--- src/rtl/keypad_scan_4x4.sv ---
`default_nettype none
// ============================================================================
// Module      : keypad_scan_4x4
// Description : 4x4 matrix keypad scanner. Drives one-hot columns, samples
//               synchronized rows into a frame image, and debounces a single
//               key per frame into a one-hot d vector with a level enable and
//               a one-cycle acceptance pulse. No rollover.
// Revision    : 1.0 - initial release
// ============================================================================
module keypad_scan_4x4 #(
  parameter int SCAN_DIV = 4,
  parameter int DEBOUNCE = 3
) (
  input  logic        clk,
  input  logic        rst,
  input  logic [3:0]  row,
  output logic [3:0]  col,
  output logic [15:0] d,
  output logic        en,
  output logic        press
);

  localparam int               DIV_W    = $clog2(SCAN_DIV);
  localparam logic [DIV_W-1:0] DIV_LAST = DIV_W'(SCAN_DIV - 1);
  localparam logic [3:0]       DEB_MAX  = 4'(DEBOUNCE);

  typedef enum logic [1:0] {
    IDLE = 2'd0,
    DEB  = 2'd1,
    HELD = 2'd2,
    REL  = 2'd3
  } state_t;

  state_t           state;
  logic [3:0]       row_s1;
  logic [3:0]       row_s2;
  logic [DIV_W-1:0] div_cnt;
  logic [1:0]       col_idx;
  logic [15:0]      frame_img;
  logic [3:0]       cand;
  logic [3:0]       cnt;
  logic [3:0]       cnt_inc;
  logic             slot_end;
  logic             frame_end;
  logic [15:0]      frame_now;
  logic [4:0]       bit_cnt;
  logic [3:0]       hit_idx;
  logic             single;
  logic             cand_hit;

  assign slot_end  = (div_cnt == DIV_LAST);
  assign frame_end = slot_end && (col_idx == 2'd3);
  assign cnt_inc   = cnt + 4'd1;
  assign single    = (bit_cnt == 5'd1);
  assign cand_hit  = frame_now[cand];

  // Frame image as it stands this cycle, with the current column's rows merged in
  always_comb begin
    frame_now = frame_img;
    for (int r = 0; r < 4; r++) begin
      frame_now[{2'(r), col_idx}] = row_s2[r];
    end
  end

  // Classify the frame: number of keys seen and the index of the (last) one found
  always_comb begin
    bit_cnt = '0;
    hit_idx = '0;
    for (int k = 0; k < 16; k++) begin
      if (frame_now[k]) begin
        bit_cnt = bit_cnt + 5'd1;
        hit_idx = 4'(k);
      end
    end
  end

  // Row synchronizer, column rotation and per-slot sampling into the frame image
  always_ff @(posedge clk or posedge rst) begin
    if (rst) begin
      row_s1    <= '0;
      row_s2    <= '0;
      div_cnt   <= '0;
      col_idx   <= '0;
      col       <= 4'b0001;
      frame_img <= '0;
    end else begin
      row_s1 <= row;
      row_s2 <= row_s1;
      if (slot_end) begin
        div_cnt   <= '0;
        col_idx   <= col_idx + 2'd1;
        col       <= {col[2:0], col[3]};
        frame_img <= frame_now;
      end else begin
        div_cnt <= div_cnt + 1'b1;
      end
    end
  end

  // Debounce FSM, stepped once per frame; d/en/press are registered here
  always_ff @(posedge clk or posedge rst) begin
    if (rst) begin
      state <= IDLE;
      cand  <= '0;
      cnt   <= '0;
      d     <= '0;
      en    <= 1'b0;
      press <= 1'b0;
    end else begin
      press <= 1'b0;
      if (frame_end) begin
        case (state)
          IDLE: begin
            if (single) begin
              cand <= hit_idx;
              cnt  <= 4'd1;
              if (DEB_MAX == 4'd1) begin
                state <= HELD;
                d     <= 16'd1 << hit_idx;
                en    <= 1'b1;
                press <= 1'b1;
              end else begin
                state <= DEB;
              end
            end
          end
          DEB: begin
            if (single && (hit_idx == cand)) begin
              cnt <= cnt_inc;
              if (cnt_inc == DEB_MAX) begin
                state <= HELD;
                d     <= 16'd1 << cand;
                en    <= 1'b1;
                press <= 1'b1;
              end
            end else if (single) begin
              // A different lone key restarts the debounce on that key
              cand <= hit_idx;
              cnt  <= 4'd1;
            end else begin
              state <= IDLE;
              cnt   <= '0;
            end
          end
          HELD: begin
            if (!cand_hit) begin
              if (DEB_MAX == 4'd1) begin
                state <= IDLE;
                cnt   <= '0;
                d     <= '0;
                en    <= 1'b0;
              end else begin
                state <= REL;
                cnt   <= 4'd1;
              end
            end
          end
          REL: begin
            if (cand_hit) begin
              // Bounce during release: back to held without a new pulse
              state <= HELD;
            end else begin
              cnt <= cnt_inc;
              if (cnt_inc == DEB_MAX) begin
                state <= IDLE;
                cnt   <= '0;
                d     <= '0;
                en    <= 1'b0;
              end
            end
          end
          default: state <= IDLE;
        endcase
      end
    end
  end

endmodule
`default_nettype wire
--- config.mk ---
export PLATFORM = sky130hd
export DESIGN_NAME = keypad_scan_4x4
export DESIGN_NICKNAME = d
export VERILOG_FILES = /design/src/rtl/keypad_scan_4x4.sv
export SDC_FILE = /design/constraint.sdc
export NUM_CORES = 1
export LEC_CHECK = 0
export CAP_MARGIN = 25
export CORE_MARGIN = 4
export CORE_UTILIZATION = 45
export DETAILED_ROUTE_END_ITERATION = 6
export PLACE_DENSITY = 0.71
export SYNTH_ARGS = -nofsm -noshare
export SYNTH_HDL_FRONTEND = slang
export SYNTH_SLANG_ARGS = --single-unit
--- constraint.sdc ---
create_clock -name clk -period 30.8 [get_ports clk]
set_input_delay 6.16 -clock clk [delete_from_list [all_inputs] [get_ports clk]]
set_output_delay 6.16 -clock clk [all_outputs]
set_load 0.02 [all_outputs]
==> results by group <==
Floorplanning
  – Initial core utilization: 47.0%
  – Die Y: 110 um
  – Die area: 12100 um2
  – Horiz. Die Dim: 110 um
  – Io pins: 28
  – Core region area: 9950 um2
  – # rows: 36

Cells and area
  – Fin nets: 554
  – Share of layout cells above drive strength 1: 11.4%
  – Finished Cell Area: 5200 um2
  – Most frequent cells in the layout: dfrtp_1, nor2_1, nand2_1, xnor2_1, a21oi_1
  – Most common cell after layout, fill and taps aside: dfrtp_1
  – Number of antenna repair diodes: 0
  – Final Util: 52.3%
  – Final Non-Filler Cells: 666
  – Layout area overhead: 11.1%

Drt
  – 1st-iter DRT viols: 207
  – Met3 wire len: 430 um
  – DRT Pass-1 Iters: 5
  – Antenna-violating nets left: 0
  – Residual DRC: 0
  – Wirelength per Cell: 15.7 um
  – Metal2 WL: 4.93 mm
  – Met1 Wirelength: 4.94 mm
  – Vias/cell: 5.75
  – Total wire length: 10.5 mm
  – Vias: 3832
  – Top sig layer: met4

Global route
  – First-pass GRT wire length: 18.3 mm
  – Overall Global Routing Usage: 18.8%
  – Total grt overflow: 0
  – Number of global-route vias before repair: 3817
  – Largest net degree at the start of global routing: 61
  – Initial antenna violation count: 0

Logic synthesis
  – Yosys reg bits: 60
  – Cells after synthesis: 512
  – Post-synth ARST share: 100%
  – Post-synth top flop: dfrtp_1
  – Yosys top cell area share: 31.5%
  – Leading area contributor after synthesis: dfrtp_1
  – Post-synth EDFFs: 0
  – Syn Area/Cell: 9.14 um2
  – Netlist cell types: 66
  – Synthesized area: 4680 um2
  – Synth warnings: 0
  – Largest cells by area after synthesis: dfrtp_1, xnor2_1, mux2_2, ha_1, mux2i_1
  – Seq/Total Area, Yosys: 32.1%
  – Syn nets: 538

Min path
  – HP Class: flip-flop to flip-flop

Setup path
  – WS Path Type: flip-flop to flip-flop
  – Crit start category: flip-flop
  – Critical Path Most Common Cell: ha_1
  – Largest stage delay, worst path: 620 ps
  – Endpoint type of the worst setup path: flip-flop
  – CP required: 31070 ps
  – CP Max Fanout: 18
  – CP arrival: 12040 ps
  – CP max stage cell: and3_1

Timing
  – RSZ-0062 raised after global routing: no
  – Layout Skew: 13.6 ps
  – Max Slew Vio Count: 0
  – Period utilization: 38.2%
  – Post-route setup TNS: 0 ps
  – Crit path time final: 11770 ps
  – Setup violators final: 0
  – F_max: 0.0850 GHz
  – Pin slew with the least headroom to its limit: 843 ps
  – Fin. Hold Viols: 0
  – Worst relative slew slack: 42.4%

Clocking
  – Postcts setup bufs: 0
  – Num CTS Buffers: 9
  – Reg clk slew, reported paths: 80 ps
  – Clk Latency, worst-skew pair: 350 ps
  – CTS Hold Bufs: 0
  – CTS Sinks: 60
  – CTS tree: built
  – H-tree levels: 3
  – Post-cts resize count: 0
  – Max clock buf depth: 2
  – Clock Tree Root: clkbuf_8

Pwr
  – Leakage: 0.00218 uW
  – Power per standard cell area: 64.0 nW/um2
  – Maximum VDD drop: 0.0331 mV
  – Tot Pwr: 333 uW

Placement
  – Hpwl dp: 7.76 mm
  – PortBufs: 27
  – RePlAce Congestion: 0.821
  – Inst Count DP: 650
  – Placed inst area: 5020 um2

Flow run
  – Max-cap violations: 0

Run status
  – Outcome: complete, no violations
[metrics by stage]
step / setup WS (ps) / hold WS [ps]
2_1_floorplan: 20590 / 331
3_3_place_gp: 19540 / 334
3_5_place_dp: 19120 / 336
4_1_cts: 19070 / 355
5_1_grt: 18040 / 370
6_report: 19030 / 353
[cell families (layout without fill, tap and decap cells)]
kind of cell	Yosys count	after routing	synth area share [%]
DFF	60	60	32.1
xor gates and xnor gates	50	50	10.9
adders and majority gates	21	21	5.56
buffers and inverters	41	62	3.74
and+or+nand+nor	170	170	17.6
muxes	54	54	13.6
AOI/OAI and AO/OA	116	116	16.5
[synthesized netlist by cell type (all sizes together) (10+ instances only)]
cell type,instances
a22o,16
mux2,26
nand2,47
nand2b,13
clkbuf,15
o21ai,23
dfrtp,59
mux2i,24
ha,20
a211oi,10
nor3,14
nor2,52
xnor2,35
xor2,10
a21oi,35
inv,17
[worst paths after layout]
check                                        from                        to  slack [ps]  depth (start not counted)
max in group asynchronous                     rst      state[1]$_DFFE_PP0P_       23960                          3
min in group asynchronous                     rst  frame_img[0]$_DFFE_PP0P_        6340                          3
hold reg to reg               row_s1[1]$_DFF_PP0_       row_s2[1]$_DFF_PP0_         350                          0
hold / removal                row_s1[1]$_DFF_PP0_       row_s2[1]$_DFF_PP0_         350                          0
setup reg to reg           col_idx[0]$_DFFE_PP0P_         d[10]$_DFFE_PP0P_       19030                         52
setup / recovery           col_idx[0]$_DFFE_PP0P_         d[10]$_DFFE_PP0P_       19030                         52
[layer usage]
layer / track usage, % / vias to the layer above
met4: 6.32 / 0
met3: 2.50 / 16
met1: 25.7 / 1833
li1: - / 1890
met5: 0 / -
met2: 30.8 / 93
[sequential cells by signal (all words and copies together) (netlist names), 4 cells and up]
name / count
cand: 4
row_s1: 4
d: 16
frame_img: 16
cnt: 4
col: 4
row_s2: 4
[where the power goes]
| part | switching, uW | internal [uW] |
|---|---|---|
| sequential | 12.2 | 83.2 |
| clock | 34.7 | 30.1 |
| combinational | 96.1 | 76.4 |
[critical path: cells and delay by family (launching register included)]
kind | cells | cell delay, ps
mux | 4 | 1280
flops | 1 | 430
fa+ha+maj | 14 | 4290
buf+inv | 2 | 180
simple gates | 20 | 3200
compound gates | 12 | 2320
[final cells by class]
type	count	area, um2
clock buffers	9	124
clock inverters	7	56.3
fillers	900	4750
inverters	17	63.8
multi-input cells	411	3000
flip-flops and latches	60	1500
well taps	133	166
repair buffers	29	285
Note: power is estimated with default switching activity, not from simulation.
